### src/rtl/icache_pkg.sv
// Shared types and address-split helpers for the direct-mapped instruction cache.
package icache_pkg;

  typedef enum logic {IDLE, MISS} state_e;

  // Word index within the cache; caller truncates to IDX_W bits.
  function automatic logic [31:0] addr_idx(input logic [31:0] a, input int unsigned idx_w);
    return (a >> 2) & ((32'd1 << idx_w) - 32'd1);
  endfunction

  // Tag above the index; caller truncates to TAG_W bits.
  function automatic logic [31:0] addr_tag(input logic [31:0] a, input int unsigned idx_w);
    return a >> (idx_w + 2);
  endfunction

endpackage

### src/rtl/icache_dm_if.sv
// Fetch-side and memory-side signals of the instruction cache in one bundle.
interface icache_dm_if;
  logic        i_req;
  logic [31:0] i_addr;
  logic        i_flush;
  logic        i_invalidate;
  logic [31:0] o_inst;
  logic        o_inst_valid;
  logic        o_busy;
  logic        o_mem_req;
  logic [31:0] o_mem_addr;
  logic        i_mem_ack;
  logic [31:0] i_mem_rdata;
  logic [15:0] o_hit_cnt;
  logic [15:0] o_miss_cnt;

  modport slave (
    input  i_req, i_addr, i_flush, i_invalidate, i_mem_ack, i_mem_rdata,
    output o_inst, o_inst_valid, o_busy, o_mem_req, o_mem_addr, o_hit_cnt, o_miss_cnt
  );

  modport master (
    output i_req, i_addr, i_flush, i_invalidate, i_mem_ack, i_mem_rdata,
    input  o_inst, o_inst_valid, o_busy, o_mem_req, o_mem_addr, o_hit_cnt, o_miss_cnt
  );
endinterface

### src/rtl/icache_array.sv
// Valid bits (reset, global invalidate) plus tag/data storage with one write port
// and combinational read.
module icache_array #(
  parameter int LINES = 64,
  parameter int IDX_W = $clog2(LINES),
  parameter int TAG_W = 30 - IDX_W
) (
  input  logic             clk,
  input  logic             rst,
  input  logic             inv_i,
  input  logic             we_i,
  input  logic [IDX_W-1:0] widx_i,
  input  logic [TAG_W-1:0] wtag_i,
  input  logic [31:0]      wdata_i,
  input  logic [IDX_W-1:0] ridx_i,
  output logic             rvalid_o,
  output logic [TAG_W-1:0] rtag_o,
  output logic [31:0]      rdata_o
);

  logic [LINES-1:0] valid_q;
  logic [TAG_W-1:0] tag_q  [LINES];
  logic [31:0]      data_q [LINES];

  // Invalidate wins over a same-cycle fill so the fresh entry is also dropped.
  always_ff @(posedge clk or negedge rst) begin
    if (!rst)       valid_q <= '0;
    else if (inv_i) valid_q <= '0;
    else if (we_i)  valid_q[widx_i] <= 1'b1;
  end

  always_ff @(posedge clk) begin
    if (we_i) begin
      tag_q[widx_i]  <= wtag_i;
      data_q[widx_i] <= wdata_i;
    end
  end

  assign rvalid_o = valid_q[ridx_i];
  assign rtag_o   = tag_q[ridx_i];
  assign rdata_o  = data_q[ridx_i];

endmodule

### src/rtl/icache_dm.sv
// Direct-mapped one-word-line instruction cache: lookup, req/ack refill FSM,
// flush-aware result drop, deferred invalidate and hit/miss counters.
module icache_dm
  import icache_pkg::*;
#(
  parameter int LINES = 64
) (
  input  logic       clk,
  input  logic       rst,
  icache_dm_if.slave bus
);

  localparam int IDX_W = $clog2(LINES);
  localparam int TAG_W = 30 - IDX_W;

  state_e      state_q, state_d;
  logic        drop_q, drop_d;
  logic        inv_pend_q, inv_pend_d;
  logic        mem_req_q, mem_req_d;
  logic [31:0] mem_addr_q, mem_addr_d;
  logic        busy_q, busy_d;
  logic [31:0] inst_q, inst_d;
  logic        inst_vld_q, inst_vld_d;
  logic [15:0] hit_cnt_q, hit_cnt_d;
  logic [15:0] miss_cnt_q, miss_cnt_d;

  logic [IDX_W-1:0] lk_idx, wr_idx;
  logic [TAG_W-1:0] lk_tag, wr_tag, arr_tag;
  logic [31:0]      arr_data;
  logic             arr_valid, arr_we, arr_inv, lk_hit;

  assign lk_idx = IDX_W'(addr_idx(bus.i_addr, IDX_W));
  assign lk_tag = TAG_W'(addr_tag(bus.i_addr, IDX_W));
  assign wr_idx = IDX_W'(addr_idx(mem_addr_q, IDX_W));
  assign wr_tag = TAG_W'(addr_tag(mem_addr_q, IDX_W));

  icache_array #(.LINES(LINES), .IDX_W(IDX_W), .TAG_W(TAG_W)) u_array (
    .clk      (clk),
    .rst      (rst),
    .inv_i    (arr_inv),
    .we_i     (arr_we),
    .widx_i   (wr_idx),
    .wtag_i   (wr_tag),
    .wdata_i  (bus.i_mem_rdata),
    .ridx_i   (lk_idx),
    .rvalid_o (arr_valid),
    .rtag_o   (arr_tag),
    .rdata_o  (arr_data)
  );

  // A same-cycle invalidate forces the lookup to miss.
  assign lk_hit = arr_valid && (arr_tag == lk_tag) && !bus.i_invalidate;

  always_ff @(posedge clk or negedge rst) begin
    if (!rst) begin
      state_q    <= IDLE;
      drop_q     <= 1'b0;
      inv_pend_q <= 1'b0;
      mem_req_q  <= 1'b0;
      mem_addr_q <= '0;
      busy_q     <= 1'b0;
      inst_q     <= '0;
      inst_vld_q <= 1'b0;
      hit_cnt_q  <= '0;
      miss_cnt_q <= '0;
    end else begin
      state_q    <= state_d;
      drop_q     <= drop_d;
      inv_pend_q <= inv_pend_d;
      mem_req_q  <= mem_req_d;
      mem_addr_q <= mem_addr_d;
      busy_q     <= busy_d;
      inst_q     <= inst_d;
      inst_vld_q <= inst_vld_d;
      hit_cnt_q  <= hit_cnt_d;
      miss_cnt_q <= miss_cnt_d;
    end
  end

  always_comb begin
    state_d    = state_q;
    drop_d     = drop_q;
    inv_pend_d = inv_pend_q;
    mem_req_d  = mem_req_q;
    mem_addr_d = mem_addr_q;
    busy_d     = busy_q;
    inst_d     = inst_q;
    inst_vld_d = inst_vld_q;
    hit_cnt_d  = hit_cnt_q;
    miss_cnt_d = miss_cnt_q;
    arr_we     = 1'b0;
    arr_inv    = 1'b0;
    unique case (state_q)
      IDLE: begin
        arr_inv    = bus.i_invalidate;
        inst_vld_d = 1'b0;
        if (bus.i_req) begin
          if (lk_hit) begin
            inst_d     = arr_data;
            inst_vld_d = 1'b1;
            hit_cnt_d  = hit_cnt_q + 16'd1;
          end else begin
            mem_req_d  = 1'b1;
            busy_d     = 1'b1;
            mem_addr_d = {bus.i_addr[31:2], 2'b00};
            miss_cnt_d = miss_cnt_q + 16'd1;
            drop_d     = 1'b0;
            inv_pend_d = 1'b0;
            state_d    = MISS;
          end
        end
      end
      MISS: begin
        if (bus.i_flush)      drop_d     = 1'b1;
        if (bus.i_invalidate) inv_pend_d = 1'b1;
        if (bus.i_mem_ack) begin
          arr_we     = 1'b1;
          arr_inv    = inv_pend_q | bus.i_invalidate;
          mem_req_d  = 1'b0;
          busy_d     = 1'b0;
          inst_d     = bus.i_mem_rdata;
          inst_vld_d = !(drop_q | bus.i_flush);
          state_d    = IDLE;
        end
      end
      default: state_d = IDLE;
    endcase
  end

  assign bus.o_inst       = inst_q;
  assign bus.o_inst_valid = inst_vld_q;
  assign bus.o_busy       = busy_q;
  assign bus.o_mem_req    = mem_req_q;
  assign bus.o_mem_addr   = mem_addr_q;
  assign bus.o_hit_cnt    = hit_cnt_q;
  assign bus.o_miss_cnt   = miss_cnt_q;

endmodule

### src/flat_wrapper.sv
// flat-port wrapper written by rule: the top's interface ports become plain ports
module icache_dm_flat import icache_pkg::*;
#(
  parameter int LINES = 64
)
  (clk, rst, bus_i_req, bus_i_addr, bus_i_flush, bus_i_invalidate, bus_i_mem_ack, bus_i_mem_rdata, bus_o_inst, bus_o_inst_valid, bus_o_busy, bus_o_mem_req, bus_o_mem_addr, bus_o_hit_cnt, bus_o_miss_cnt);
  icache_dm_if bus_i ();
  input  logic clk;
  input  logic rst;
  input wire logic [$bits(bus_i.i_req)-1:0] bus_i_req;
  input wire logic [$bits(bus_i.i_addr)-1:0] bus_i_addr;
  input wire logic [$bits(bus_i.i_flush)-1:0] bus_i_flush;
  input wire logic [$bits(bus_i.i_invalidate)-1:0] bus_i_invalidate;
  input wire logic [$bits(bus_i.i_mem_ack)-1:0] bus_i_mem_ack;
  input wire logic [$bits(bus_i.i_mem_rdata)-1:0] bus_i_mem_rdata;
  output wire logic [$bits(bus_i.o_inst)-1:0] bus_o_inst;
  output wire logic [$bits(bus_i.o_inst_valid)-1:0] bus_o_inst_valid;
  output wire logic [$bits(bus_i.o_busy)-1:0] bus_o_busy;
  output wire logic [$bits(bus_i.o_mem_req)-1:0] bus_o_mem_req;
  output wire logic [$bits(bus_i.o_mem_addr)-1:0] bus_o_mem_addr;
  output wire logic [$bits(bus_i.o_hit_cnt)-1:0] bus_o_hit_cnt;
  output wire logic [$bits(bus_i.o_miss_cnt)-1:0] bus_o_miss_cnt;
  assign bus_i.i_req = bus_i_req;
  assign bus_i.i_addr = bus_i_addr;
  assign bus_i.i_flush = bus_i_flush;
  assign bus_i.i_invalidate = bus_i_invalidate;
  assign bus_i.i_mem_ack = bus_i_mem_ack;
  assign bus_i.i_mem_rdata = bus_i_mem_rdata;
  assign bus_o_inst = bus_i.o_inst;
  assign bus_o_inst_valid = bus_i.o_inst_valid;
  assign bus_o_busy = bus_i.o_busy;
  assign bus_o_mem_req = bus_i.o_mem_req;
  assign bus_o_mem_addr = bus_i.o_mem_addr;
  assign bus_o_hit_cnt = bus_i.o_hit_cnt;
  assign bus_o_miss_cnt = bus_i.o_miss_cnt;
  icache_dm #(.LINES(LINES)) u_core (.clk(clk), .rst(rst), .bus(bus_i));
endmodule
### config.mk
export PLATFORM = sky130hd
export DESIGN_NAME = icache_dm_flat
export DESIGN_NICKNAME = d
export VERILOG_FILES = /design/src/rtl/icache_pkg.sv /design/src/rtl/icache_dm_if.sv /design/src/rtl/icache_array.sv /design/src/rtl/icache_dm.sv /design/src/flat_wrapper.sv
export SDC_FILE = /design/constraint.sdc
export NUM_CORES = 2
export LEC_CHECK = 0
export ABC_AREA = 1
export BUFFER_PORTS_ARGS = -buffer_cell sky130_fd_sc_hd__buf_4
export CAP_MARGIN = 20
export CELL_PAD_IN_SITES_DETAIL_PLACEMENT = 0
export CELL_PAD_IN_SITES_GLOBAL_PLACEMENT = 2
export CORE_UTILIZATION = 35
export DETAILED_ROUTE_END_ITERATION = 8
export PLACE_DENSITY = 0.78
export SYNTH_ARGS = -nofsm -noshare
export SYNTH_HDL_FRONTEND = slang
export SYNTH_SLANG_ARGS = --single-unit
export TNS_END_PERCENT = 10
### constraint.sdc
create_clock -name clk -period 6.2 [get_ports clk]
set_clock_uncertainty 0.15 [all_clocks]
set_input_delay 0.62 -clock clk [delete_from_list [all_inputs] [get_ports clk]]
set_output_delay 0.62 -clock clk [all_outputs]
set_load 0.01 [all_outputs]
==> key figures <==
Route
  • DR vias: 99,314
  • Iteration-0 DRC Markers: 12,203
  • WL/cell: 27.58 um
  • Drt pass-1 iters: 6
  • Via-to-Cell Ratio: 5.529
  • Final WL: 495,300 um
  • Remaining DRCs: 0
  • Post-route ant nets: 0

GRT
  • Vias in the first global route: 92,544
  • First-pass GRT wire length: 695,200 um
  • Initial antenna violation count: 11
  • Largest net degree at the start of global routing: 175
  • Grt total ovfl: 0
  • Tot GR Track Use: 22.40%

Hold path
  • Hold EP: u_core.u_array.data_q[12][4]
  • Hold Path Depth: 1
  • Hold Crit Start: bus_i_mem_rdata[4]
  • Hold Path Class: in2reg

Logic synthesis
  • Syn_area_per_cell: 12.53 sq um
  • Yosys Warn Count: 0
  • Yosys reg bits: 3,747
  • Mapped cell area: 0.1494 sq mm
  • Seq/Total Area, Yosys: 74.78%
  • Post-Syn Instances: 11,925
  • Netlist cell types: 37

CTS
  • Setup bufs post-CTS: 0
  • CTS tree: done
  • Clock Sinks: 3,747
  • CTS clk-pin slew, worst paths: 60 ps
  • CTS resizes: 0
  • Clock Latency Late Sink: 950 ps
  • Max clock buf depth: 4
  • CTS H-tree depth: 5
  • CTS Buf Count: 382
  • Root buffer cell: clkbuf_16

Pwr
  • PnR Total Power: 56.21 mW
  • PwrDens: 329.6 mW/mm^2
  • Static leakage: 56.86 nW
  • Worst vdd ir: 0.3237 mV

Placement
  • RePlAce Congestion: 0.7688
  • DP HPWL: 231,100 um
  • Setup WS pre-CTS: 655.5 ps
  • Port Buffers: 164

STA
  • Final setup violation count: 0
  • Fin crit share: 71.65%
  • Fmax achieved: 225.1 MHz
  • Final setup TNS: 0 ps
  • Count of final hold-check violations: 0
  • Final WS setup: 1758 ps
  • Final Max Tran Viols: 0
  • Final min period: 4442 ps
  • Worst rel slew slack: 20.45%
  • RSZ-0062 raised after global routing: no
  • Worst Max-Slew Pin Slew: 1193 ps

Setup path
  • Critical path's slowest cell: inv_16
  • Worst setup EP type: register
  • Worst path max stage delay: 530 ps
  • Capturing point of the worst reg2reg path: u_core.state_q
  • Reg2reg setup slack: 2150 ps
  • Reg2reg path depth: 17
  • Startpoint types: primary input
  • Critical path required time: 6840 ps
  • Worst reg2reg startpoint: u_core.u_array.tag_q[24][18]
  • CP Cell Sequence: buf_16 -> inv_16 -> buf_12 -> nand2_1 -> nand3_1 -> nand3_1 -> nand3_1 -> nand3_1 -> nand3_1 -> nand3_1 -> nor2_1 -> nand2_1 -> nor2_1 -> nand2_1 -> nor2_4 -> nand2_2 -> nand2_4 -> buf_4 -> o21ai_1
  • CP dominant cell by count: nand3_1
  • Worst Path Max Fanout: 126
  • Crit path DAT: 5080 ps
  • WS Path Type: in2reg

Die
  • Io pins: 169
  • Die height: 655.3 um
  • Initial Utilization: 35.20%
  • Die area: 0.4294 sq mm
  • Die X: 655.3 um
  • Num rows: 239
  • Core area: 0.4243 sq mm

Finish
  • Most frequent cells in the layout: 3,584 x edfxtp_1, 1,956 x nand2_1, 1,719 x nand3_1
  • Area Growth Syn to Fin: 14.19%
  • Share of cells above drive strength 1: 9.112%
  • Commonest non-fill, non-tap cell in the layout: edfxtp_1
  • NumNets Final: 12,041

Run status
  • Outcome: finished, final reports clean

Job
  • Max-cap violations: 0
worst max path at each step:
stage	from	end
detailed placement	bus_i_addr[2]	u_core.state_q
floorplan	u_core.bus.o_mem_addr[2]	u_core.u_array.data_q[63][0]
finish	bus_i_addr[2]	u_core.state_q
global placement	bus_i_addr[2]	u_core.state_q
global route	bus_i_addr[2]	u_core.bus.o_mem_addr[3]
CTS	bus_i_addr[2]	u_core.bus.o_miss_cnt[0]
area by class of cell:
| type | instances | area [sq um] |
|---|---|---|
| well taps | 5663 | 7086 |
| multi-input cells | 7199 | 33710 |
| diodes | 7 | 17.52 |
| clock inverters | 186 | 1670 |
| flip-flops and latches | 3747 | 111700 |
| repair buffers | 513 | 5137 |
| inverters | 126 | 521.8 |
| fillers | 39739 | 253800 |
| clock buffers | 520 | 10690 |
what timing repair did:
action	in CTS	in global routing
endpoints found under the setup margin	0	0
hold buffers	42	0
hold endpoints to repair	235	0
kinds of logic after synthesis:
group,count (synthesis),share of synthesized area [%]
other cells,1,0.002511
compound gates,2041,7.725
buf+inv,980,2.883
flops,3747,74.78
xor+xnor,16,0.09382
fa+ha+maj,2,0.01675
mux,1,0.007539
simple gates,5137,14.49
state kept, by name, summed over array words and instances (netlist names):
register,count
u_core.u_array.data_q,2048
u_core.u_array.tag_q,1536
u_core.u_array.valid_q,64
u_core.bus.o_inst,32
u_core.bus.o_mem_addr,30
u_core.bus.o_hit_cnt,16
u_core.bus.o_miss_cnt,16
u_core.bus.o_busy,1
u_core.bus.o_inst_valid,1
u_core.drop_q,1
u_core.inv_pend_q,1
u_core.state_q,1
power by group:
group	internal [mW]	switching (mW)	leakage (nW)
logic	1.08	3.38	16.4
clock network	13.2	9.73	6.05
registers	28.6	0.222	34.4
total	42.9	13.3	56.9
layer usage:
metal	up-vias	track usage, %	wire, um
met3	718	2.921	37710
met1	50645	31.26	210400
met2	4143	36.56	232400
met4	4	6.509	14850
li1	43804	-	-
met5	-	0	27
synth_stat cells, drive strengths merged:
library cell,n,area share [%]
clkbuf,440,1.1
a31oi,60,0.25
xnor2,4,0.023
o211ai,49,0.25
o32ai,15,0.088
nor2,1344,3.4
a21o,5,0.025
mux2,1,0.0075
nor4,3,0.013
nand3b,2,0.010
nand4,16,0.067
dfrtp,163,2.7
nand3,1719,5.8
xor2,12,0.070
inv,123,0.31
edfxtp,3584,72
a21oi,45,0.15
buf,414,1.5
o21ai,1283,4.3
clkinv,3,0.0075
o22ai,453,1.9
o21bai,1,0.0050
o311ai,4,0.023
nor3,92,0.31
o221ai,126,0.74
conb,1,0.0025
ha,2,0.017
nand2,1961,4.9
critical path, delay by kind of cell:
kind	cells	cell delay (ps)
buffers and inverters	4	1420
AOI/OAI and AO/OA	1	110
and+or+nand+nor	14	2700
metrics by stage:
step	cell area [sq um]	hold slack [ps]	utilization (%)	cells
6_report	170600	57.36	40.19	17961
5_1_grt	170500	57.95	40.19	17955
4_1_cts	170500	0.9375	40.18	17952
3_5_place_dp	157700	318.6	37.17	17204
3_3_place_gp	157700	326.1	37.16	17202
2_1_floorplan	149400	174.4	-	11926
No activity file was read; power rests on OpenSTA's default activity.
